**config.mk**
```make
export PLATFORM = sky130hd
export DESIGN_NAME = fetch_decode_unit_flat
export DESIGN_NICKNAME = d
export VERILOG_FILES = /design/src/rtl/fetch_decode_unit_if.sv /design/src/rtl/fetch_decode_unit.sv /design/src/flat_wrapper.sv
export SDC_FILE = /design/constraint.sdc
export NUM_CORES = 2
export LEC_CHECK = 0
export CORE_ASPECT_RATIO = 0.5
export CORE_MARGIN = 10
export CORE_UTILIZATION = 35
export CTS_CLUSTER_SIZE = 14
export DETAILED_ROUTE_END_ITERATION = 10
export PLACE_DENSITY_LB_ADDON = 0.08
export SYNTH_ARGS = -nofsm -noshare
export SYNTH_HDL_FRONTEND = slang
export SYNTH_SLANG_ARGS = --single-unit
```
**constraint.sdc**
```tcl
create_clock -name clk -period 6.1 [get_ports clk]
set_input_delay 1.525 -clock clk [delete_from_list [all_inputs] [get_ports clk]]
set_output_delay 1.525 -clock clk [all_outputs]
set_load 0.005 [all_outputs]
```
**src/rtl/fetch_decode_unit_if.sv**
```systemverilog
// Handshake and control bundle between the fetch/decode stage and its environment.
interface fetch_decode_unit_if #(
  parameter int unsigned PC_W  = 16,
  parameter int unsigned AW    = 8,
  parameter int unsigned CNT_W = 16
) ();
  logic             start;
  logic             prog_we;
  logic [AW-1:0]    prog_addr;
  logic [7:0]       prog_data;
  logic             redirect_valid;
  logic [PC_W-1:0]  redirect_pc;
  logic             out_ready;
  logic             out_valid;
  logic [PC_W-1:0]  out_pc;
  logic [1:0]       format;
  logic [3:0]       opcode;
  logic [2:0]       reg1_i;
  logic [2:0]       reg2_i;
  logic [2:0]       reg_o;
  logic [2:0]       imm;
  logic             imm_flag;
  logic             illegal;
  logic             halted;
  logic [CNT_W-1:0] retired_cnt;

  // Driver side (program loader, execute stage, branch unit)
  modport master (
    output start, prog_we, prog_addr, prog_data, redirect_valid, redirect_pc, out_ready,
    input  out_valid, out_pc, format, opcode, reg1_i, reg2_i, reg_o, imm, imm_flag,
           illegal, halted, retired_cnt
  );

  // Fetch/decode unit side
  modport slave (
    input  start, prog_we, prog_addr, prog_data, redirect_valid, redirect_pc, out_ready,
    output out_valid, out_pc, format, opcode, reg1_i, reg2_i, reg_o, imm, imm_flag,
           illegal, halted, retired_cnt
  );
endinterface

```
**src/rtl/fetch_decode_unit.sv**
```systemverilog
// Instruction fetch and decode stage: owns PC and instruction memory, presents
// one decoded instruction per handshake to the execute stage.
module fetch_decode_unit #(
  parameter int unsigned PC_W  = 16,
  parameter int unsigned DEPTH = 256,
  parameter int unsigned CNT_W = 16
) (
  input  logic             clk,
  input  logic             rst_n,
  fetch_decode_unit_if.slave bus
);
  localparam int unsigned AW = $clog2(DEPTH);
  localparam logic [1:0] FMT_C = 2'b00;
  localparam logic [1:0] FMT_I = 2'b01;
  localparam logic [1:0] FMT_M = 2'b10;
  localparam logic [1:0] FMT_X = 2'b11;
  localparam logic [7:0] HALT_INSTR = 8'hE0;

  typedef enum logic [1:0] {IDLE, RUN, HALTED} state_t;

  typedef struct packed {
    logic [1:0] format;
    logic [3:0] opcode;
    logic [2:0] reg1_i;
    logic [2:0] reg2_i;
    logic [2:0] reg_o;
    logic [2:0] imm;
    logic       imm_flag;
    logic       illegal;
  } dec_t;

  // Split one instruction byte into its format-dependent fields
  function automatic dec_t decode(input logic [7:0] instr);
    dec_t d;
    d          = '0;
    d.opcode   = instr[7:4];
    d.imm      = instr[3:1];
    d.imm_flag = instr[0];
    d.illegal  = (instr[7:4] == 4'hF);
    case (instr[7:4])
      4'h2, 4'h4: begin
        d.format = FMT_C;
        d.reg_o  = instr[0] ? 3'd3 : 3'd2;
      end
      4'h9, 4'hD: begin
        d.format = FMT_I;
        d.reg1_i = instr[3:1];
        d.reg2_i = instr[3:1] + 3'd1;
        d.reg_o  = instr[3:1];
      end
      4'hE, 4'hF: d.format = FMT_X;
      default: begin
        d.format = FMT_M;
        d.reg1_i = {1'b0, instr[3:2]};
        d.reg2_i = {1'b0, instr[3:2]} + 3'd1;
        d.reg_o  = {1'b1, instr[1:0]};
      end
    endcase
    return d;
  endfunction

  logic [7:0]       mem_q [DEPTH];
  state_t           state_q, state_d;
  logic [PC_W-1:0]  pc_q, pc_d;
  logic             out_valid_q, out_valid_d;
  logic [PC_W-1:0]  out_pc_q, out_pc_d;
  dec_t             dec_q, dec_d;
  logic             halted_q, halted_d;
  logic [CNT_W-1:0] retired_q, retired_d;
  logic [7:0]       instr_c;
  logic             retire_c;

  // Fetch port: addresses past the end of memory read as HALT
  always_comb begin
    instr_c = HALT_INSTR;
    if ({1'b0, pc_q} < (PC_W+1)'(DEPTH)) instr_c = mem_q[AW'(pc_q)];
  end

  // Program load only while the fetch stage is not running
  always_ff @(posedge clk) begin
    if (bus.prog_we && (state_q != RUN)) mem_q[bus.prog_addr] <= bus.prog_data;
  end

  // Next-state: start/advance/redirect/halt sequencing and retire counting
  always_comb begin
    state_d     = state_q;
    pc_d        = pc_q;
    out_valid_d = out_valid_q;
    out_pc_d    = out_pc_q;
    dec_d       = dec_q;
    retired_d   = retired_q;
    retire_c    = out_valid_q && bus.out_ready;

    if (retire_c && (retired_q != '1)) retired_d = retired_q + CNT_W'(1);

    case (state_q)
      RUN: begin
        if (bus.redirect_valid) begin
          pc_d        = bus.redirect_pc;
          out_valid_d = 1'b0;
        end else if (!out_valid_q || bus.out_ready) begin
          dec_d       = decode(instr_c);
          out_pc_d    = pc_q;
          out_valid_d = 1'b1;
          pc_d        = pc_q + PC_W'(1);
          if (instr_c[7:4] == 4'hE) state_d = HALTED;
        end
      end
      default: begin
        if (retire_c) out_valid_d = 1'b0;
        if (bus.start) begin
          state_d     = RUN;
          pc_d        = '0;
          out_valid_d = 1'b0;
        end
      end
    endcase

    halted_d = (state_d == HALTED);
  end

  // State and output registers with synchronous reset
  always_ff @(posedge clk) begin
    if (!rst_n) begin
      state_q     <= IDLE;
      pc_q        <= '0;
      out_valid_q <= 1'b0;
      out_pc_q    <= '0;
      dec_q       <= '0;
      halted_q    <= 1'b0;
      retired_q   <= '0;
    end else begin
      state_q     <= state_d;
      pc_q        <= pc_d;
      out_valid_q <= out_valid_d;
      out_pc_q    <= out_pc_d;
      dec_q       <= dec_d;
      halted_q    <= halted_d;
      retired_q   <= retired_d;
    end
  end

  assign bus.out_valid   = out_valid_q;
  assign bus.out_pc      = out_pc_q;
  assign bus.format      = dec_q.format;
  assign bus.opcode      = dec_q.opcode;
  assign bus.reg1_i      = dec_q.reg1_i;
  assign bus.reg2_i      = dec_q.reg2_i;
  assign bus.reg_o       = dec_q.reg_o;
  assign bus.imm         = dec_q.imm;
  assign bus.imm_flag    = dec_q.imm_flag;
  assign bus.illegal     = dec_q.illegal;
  assign bus.halted      = halted_q;
  assign bus.retired_cnt = retired_q;
endmodule

```
**src/flat_wrapper.sv**
```systemverilog
// flat-port wrapper written by rule: the top's interface ports become plain ports
module fetch_decode_unit_flat 
#(
  parameter int unsigned PC_W  = 16,
  parameter int unsigned DEPTH = 256,
  parameter int unsigned CNT_W = 16
)
  (clk, rst_n, bus_start, bus_prog_we, bus_prog_addr, bus_prog_data, bus_redirect_valid, bus_redirect_pc, bus_out_ready, bus_out_valid, bus_out_pc, bus_format, bus_opcode, bus_reg1_i, bus_reg2_i, bus_reg_o, bus_imm, bus_imm_flag, bus_illegal, bus_halted, bus_retired_cnt);
  fetch_decode_unit_if #(.PC_W(PC_W), .AW(8), .CNT_W(CNT_W)) bus_i ();
  input  logic clk;
  input  logic rst_n;
  input wire logic [$bits(bus_i.start)-1:0] bus_start;
  input wire logic [$bits(bus_i.prog_we)-1:0] bus_prog_we;
  input wire logic [$bits(bus_i.prog_addr)-1:0] bus_prog_addr;
  input wire logic [$bits(bus_i.prog_data)-1:0] bus_prog_data;
  input wire logic [$bits(bus_i.redirect_valid)-1:0] bus_redirect_valid;
  input wire logic [$bits(bus_i.redirect_pc)-1:0] bus_redirect_pc;
  input wire logic [$bits(bus_i.out_ready)-1:0] bus_out_ready;
  output wire logic [$bits(bus_i.out_valid)-1:0] bus_out_valid;
  output wire logic [$bits(bus_i.out_pc)-1:0] bus_out_pc;
  output wire logic [$bits(bus_i.format)-1:0] bus_format;
  output wire logic [$bits(bus_i.opcode)-1:0] bus_opcode;
  output wire logic [$bits(bus_i.reg1_i)-1:0] bus_reg1_i;
  output wire logic [$bits(bus_i.reg2_i)-1:0] bus_reg2_i;
  output wire logic [$bits(bus_i.reg_o)-1:0] bus_reg_o;
  output wire logic [$bits(bus_i.imm)-1:0] bus_imm;
  output wire logic [$bits(bus_i.imm_flag)-1:0] bus_imm_flag;
  output wire logic [$bits(bus_i.illegal)-1:0] bus_illegal;
  output wire logic [$bits(bus_i.halted)-1:0] bus_halted;
  output wire logic [$bits(bus_i.retired_cnt)-1:0] bus_retired_cnt;
  assign bus_i.start = bus_start;
  assign bus_i.prog_we = bus_prog_we;
  assign bus_i.prog_addr = bus_prog_addr;
  assign bus_i.prog_data = bus_prog_data;
  assign bus_i.redirect_valid = bus_redirect_valid;
  assign bus_i.redirect_pc = bus_redirect_pc;
  assign bus_i.out_ready = bus_out_ready;
  assign bus_out_valid = bus_i.out_valid;
  assign bus_out_pc = bus_i.out_pc;
  assign bus_format = bus_i.format;
  assign bus_opcode = bus_i.opcode;
  assign bus_reg1_i = bus_i.reg1_i;
  assign bus_reg2_i = bus_i.reg2_i;
  assign bus_reg_o = bus_i.reg_o;
  assign bus_imm = bus_i.imm;
  assign bus_imm_flag = bus_i.imm_flag;
  assign bus_illegal = bus_i.illegal;
  assign bus_halted = bus_i.halted;
  assign bus_retired_cnt = bus_i.retired_cnt;
  fetch_decode_unit #(.PC_W(PC_W), .DEPTH(DEPTH), .CNT_W(CNT_W)) u_core (.clk(clk), .rst_n(rst_n), .bus(bus_i));
endmodule
```
Yosys cells after proc, flatten, opt, wreduce, memory -nomap -nowiden
Memory sizes are Yosys's and may differ from the RTL's. A register that Yosys moved wholly into a read port is not among the register bits.
Cells that the tools add are included.
{"block": "totals", "n_memories": 1, "output_inout_bits": 54, "ram_bits": 2048, "regBits": 72, "in_bits": 38, "wordCells": 69}
{"name": "u_core.mem_q", "depth": 256, "width": 8, "rd": 1, "rd_ports_with_merged_regs": 1, "write_ports": 1, "line_no": "fetch_decode_unit.sv:62", "rtl": "logic [7:0] mem_q [DEPTH];"}
{"block": "op_classes", "n_eq_ne": 11, "order_cmp": 1, "add_sub_neg": 4, "muxes": 23, "bitwise": 1, "reduce_logical": 14}
{"cell": "$mux 16", "n": 4}
{"cell": "$add 16x1->16 const B", "n": 2}
{"cell": "$mux 8", "n": 3}
{"cell": "$eq 4x4->1 const B", "n": 4}
{"cell": "$lt 16x9->1 const B", "n": 1}
{"cell": "$ne 16x16->1 const B", "n": 1}
{"cell": "$pmux 6 s2", "n": 1}
{"cell": "$mux 2", "n": 5}
{"cell": "$pmux 3 s3", "n": 1}
{"cell": "$mux 1", "n": 8}
{"cell": "$pmux 2 s3", "n": 1}
{"cell": "$reduce_or 2->1", "n": 3}
{"cell": "$eq 4x2->1 const B", "n": 1}
{"cell": "$eq 4x3->1 const B", "n": 1}
{"cell": "$reduce_and 2->1", "n": 2}
{"cell": "$reduce_or 4->1", "n": 1}
{"cell": "$add 2x1->3 const B", "n": 1}
{"cell": "$add 3x1->3 const B", "n": 1}
{"cell": "$logic_and 1x1->1", "n": 3}
{"cell": "$ne 3x2->1 const B", "n": 1}
{"cell": "$reduce_and 3->1", "n": 1}
{"cell": "$reduce_bool 3->1", "n": 1}
{"cell": "$eq 2x1->1 const B", "n": 1}
{"cell": "$eq 2x2->1 const B", "n": 1}
{"cell": "5 further kinds", "n": 5}

Logic depth before layout (Yosys ltp)
{"block": "depth", "ltp_word": 8, "depth_mapped": 17, "ltp_nobuf": 11}

Least setup slack after synthesis
OpenSTA, ideal clock, no wires.
{"block": "synth_timing", "path_kind": "register -> register", "startpoint": "register with a tool-made name", "endpoint": "register u_core.dec_q (netlist bit u_core.bus.reg_o[0])", "setup_time_ns": 0.132, "n_path_buf": 5, "setup_slack_ns": 2.648, "required_ns": 5.968, "stages_incl_launch_ff": 13, "arrival_ns": 3.319, "synth_period_minus_slack_ns": 3.452, "path_cell_list": "dfxtp_1 -> buf_6 -> buf_12 -> buf_8 -> buf_6 -> buf_4 -> mux4_2 -> mux4_2 -> mux4_2 -> mux4_2 -> and2_1 -> a21oi_1 -> a21oi_1"}
{"element": "to (signal assigned)", "line_no": "fetch_decode_unit.sv:129", "rtl": "dec_q <= '0;"}
{"element": "to (signal assigned)", "line_no": "fetch_decode_unit.sv:137", "rtl": "dec_q <= dec_d;"}
{"element": "to (decl)", "line_no": "fetch_decode_unit.sv:67", "rtl": "dec_t dec_q, dec_d;"}

==> key figures <==
GRT
  – Initial antenna violation count: 24
  – GRT Util Overall: 20.73%
  – First-pass GRT wire length: 375400 um
  – Vias in the first global route: roughly 44000
  – Largest net degree at the start of global routing: around 210
  – Gr ovfl total: 0

Route
  – Initial DRC Count: 5308
  – DR WL/cell: 35.08 um
  – Antenna-violating nets left: 0
  – Routed WL: ~270000 um
  – Initial DRT Pass Iterations: 5
  – Drt via density: 5.640
  – Top Layer Used: met5
  – Wire length on met3: 21410 um
  – Via count: 43843
  – Residual DRC: 0
  – DRT met1 WL: 126700 um
  – Met2 WL: 119400 um

Timing
  – Max-slew violations: 0
  – Setup TNS: 0 ps
  – Final setup vio count: 0
  – RSZ-0062 raised after global routing: no
  – Fin crit share: 92.18%
  – Fin crit period: 5623 ps
  – Max Fclk: about 180 MHz
  – Worst slew pin tran: 1278 ps
  – Slew HR: between 10% and 20%
  – Worst Skew: 58.90 ps
  – Final hold vios: 0

Min path
  – Min-delay src: u_core.bus.out_pc[14]
  – Hold Path End: u_core.bus.out_pc[14]
  – Hold Crit Class: flip-flop to flip-flop
  – Hold Crit Depth: 2

Synthesis
  – Synthesized area: 0.08320 mm2
  – Largest family of logic cells by synthesized area: multiplexers
  – Async SR Flop Fraction: 0%
  – Netlist cell types: 78
  – Mux contribution to synthesized area: 15.57%
  – Synth area leader: edfxtp_1
  – Leading post-synthesis cells by cell area: edfxtp_1, mux4_2, dfxtp_1
  – Synth Area in Simple Gates: under 10%
  – Syn nets: 4121
  – Synth Area in Compound Gates: 2.919%
  – Syn Area/Cell: 20.39 um2
  – Seq cells post-synth: 2128
  – Yosys top cell area share: about three quarters
  – Sequential fraction of the synthesis area: 75.84%
  – Synth Warn #: 0
  – Post-Synth Adder-Cell Area: less than 1%
  – Post-Syn Instances: 4081
  – Main synth FF type: edfxtp_1
  – XOR/XNOR Fraction of Synth Area: 0.1579%
  – Post-synth EDFFs: 2048

Final layout
  – Nets: 4523
  – Commonest non-fill, non-tap cells in the layout: edfxtp_1, mux4_2, nor2_1, buf_4, clkbuf_16
  – Commonest non-fill, non-tap cell in the layout: edfxtp_1
  – Share of cells above drive strength 1: 25.73%
  – Area added between synthesis and finish: 15.27%

Pwr
  – Int Power: 23.49 mW
  – P_leak: between 20 and 30 nW
  – Psw: approximately 6.8 mW
  – Worst IR drop on VDD: about 0.24 mV
  – Switching Share: 22.56%
  – Combinational group share of total power: 6.3%
  – Share of power burned in the clock network: about two fifths
  – PD cells: 316.2 mW/mm2
  – Flop pwr share: 53.1%
  – Pwr Total: about 30 mW

Setup path
  – CP Launch Type: flip-flop
  – Data required time of the worst path: just under 7000 ps
  – Maximum fanout along the worst path: 30
  – Critical Path Sink Type: flip-flop
  – R2R Setup Slk: approximately 480 ps
  – Reg2reg end: u_core.bus.reg2_i[1]
  – Kind of critical path: flip-flop to flip-flop
  – R2R cell count: 14
  – Worst EP arrival: between 6000 and 7000 ps

Clocking
  – Clock-pin slew on the worst setup and hold paths: 70 ps
  – Post_cts resized: 0
  – CTS H-tree depth: 4
  – CTS Hold Bufs: 0
  – Worst skew pair latency: slightly below 900 ps
  – Post-CTS setup buffers: 0
  – CTS tree: built
  – Max Buffers Root-to-Sink: 4
  – Root Driver: clkbuf_16
  – Inserted Clock Buffers: between 200 and 250
  – CTS Sinks: 2128

Die
  – Initial Util: 35.23%
  – Die area: 0.2588 mm2
  – Row cnt: 126
  – Die Width: between 700 and 800 um
  – I/O pin count: 92
  – Core region area: around 0.24 mm2
  – Die Span Y: 364.8 um

Run status
  – Status: finished clean

Placement
  – Placer Congestion: between 0.8 and 0.9
  – DP HPWL: 176800 um
  – PortBufs: 91

Flow run
  – Max-cap violations: 0
-- registers in the layout (all words and copies together) (netlist names), named ones only --
signal and flops:
u_core.bus.retired_cnt 16, u_core.bus.halted 1, u_core.bus.reg_o 3, u_core.pc_q 16
u_core.mem_q 2048, u_core.bus.imm_flag 1, u_core.bus.format 2, u_core.bus.illegal 1
u_core.bus.opcode 4, u_core.bus.reg2_i 3, u_core.bus.out_pc 16, u_core.bus.reg1_i 3
u_core.state_q 2, u_core.bus.out_valid 1, u_core.bus.imm 3
-- cell families after synthesis --
| kind of cell | Yosys count |
|---|---|
| XOR/XNOR | 15 |
| buffers and inverters | 248 |
| flip-flops | 2128 |
| AO/OA/AOI/OAI | 343 |
| AND/OR/NAND/NOR | 711 |
| adder cells (fa/ha/maj) | 2 |
| multiplexers | 634 |
-- metal layers --
layer  track usage [%]  up-vias
met5                 0        -
li1                  -    17689
met2             31.07     1735
met1             31.40    24096
met4             3.783       10
met3             4.373      313
-- power groups by stage --
stage | combinational (mW) | clock [mW] | sequential (mW)
final | 1.90 | 12.3 | 16.1
after global routing | 2.00 | 13.2 | 16.1
after CTS | 1.92 | 12.6 | 16.1
after detailed placement | 1.92 | 0 | 16.4
after global placement | 1.90 | 0 | 16.4
after floorplan | 0.975 | 0 | 16.4
-- how the worst max path moves through the flow --
stage	slack, ps	end
floorplan	2650	u_core.bus.reg_o[0]
global placement	360	u_core.bus.reg2_i[1]
detailed placement	580	u_core.bus.reg2_i[1]
CTS	560	u_core.bus.reg2_i[1]
global route	390	u_core.bus.reg2_i[1]
finish	480	u_core.bus.reg2_i[1]
-- critical path, stage by stage (launching register included) --
cell      delay (ps)
dfxtp_4          830
buf_12           330
buf_4            290
mux4_2           530
a22o_1           270
a221oi_1         830
o22ai_1          200
nor3_1           720
buf_4            220
nor4_1            50
buf_4            210
o31ai_2          200
nor3_1           170
or2_1            280
a221oi_1         260
-- metrics by stage --
step	util (%)	setup slack, ps	area [um2]	instances	hold WS, ps
2_1_floorplan	-	2648	83200	4081	448.4
6_report	40.61	476.8	95900	7773	459.8
3_5_place_dp	37.97	580.1	89680	7412	455.2
4_1_cts	40.60	563.7	95880	7768	463.9
3_3_place_gp	37.97	361.4	89670	7412	445.4
5_1_grt	40.60	393.7	95890	7768	482.5
-- Yosys cell counts, types with 6 or more instances --
master    number
clkbuf_1     100
mux2_2        12
a21oi_1       62
nand2b_1      14
o221ai_1       6
nand2_1      135
edfxtp_1    2048
mux4_2       527
nor4_1         7
nor2_1       357
and2_1        11
a211oi_1      20
nand3_1       73
o22ai_1       25
nor3_1        19
o21ai_0       28
mux2i_1       95
a22oi_1       77
buf_1         22
nor2b_1       30
buf_4         27
buf_8         11
buf_2         56
o31ai_1        7
dfxtp_1       80
xor2_1        12
nand4_1       23
o211ai_1      10
a31oi_1       21
buf_6         20
a22o_1        26
and3_1        15
a221oi_1      16
-- cell type report --
class,count,area (um2)
repair buffers,435,3874
multi-input cells,1705,18730
inverters,8,32.53
fillers,21017,140300
well taps,3136,3924
diodes,5,12.51
clock buffers,268,5522
clock inverters,88,685.7
flip-flops and latches,2128,63120
Power figures use the tool's default switching activity.
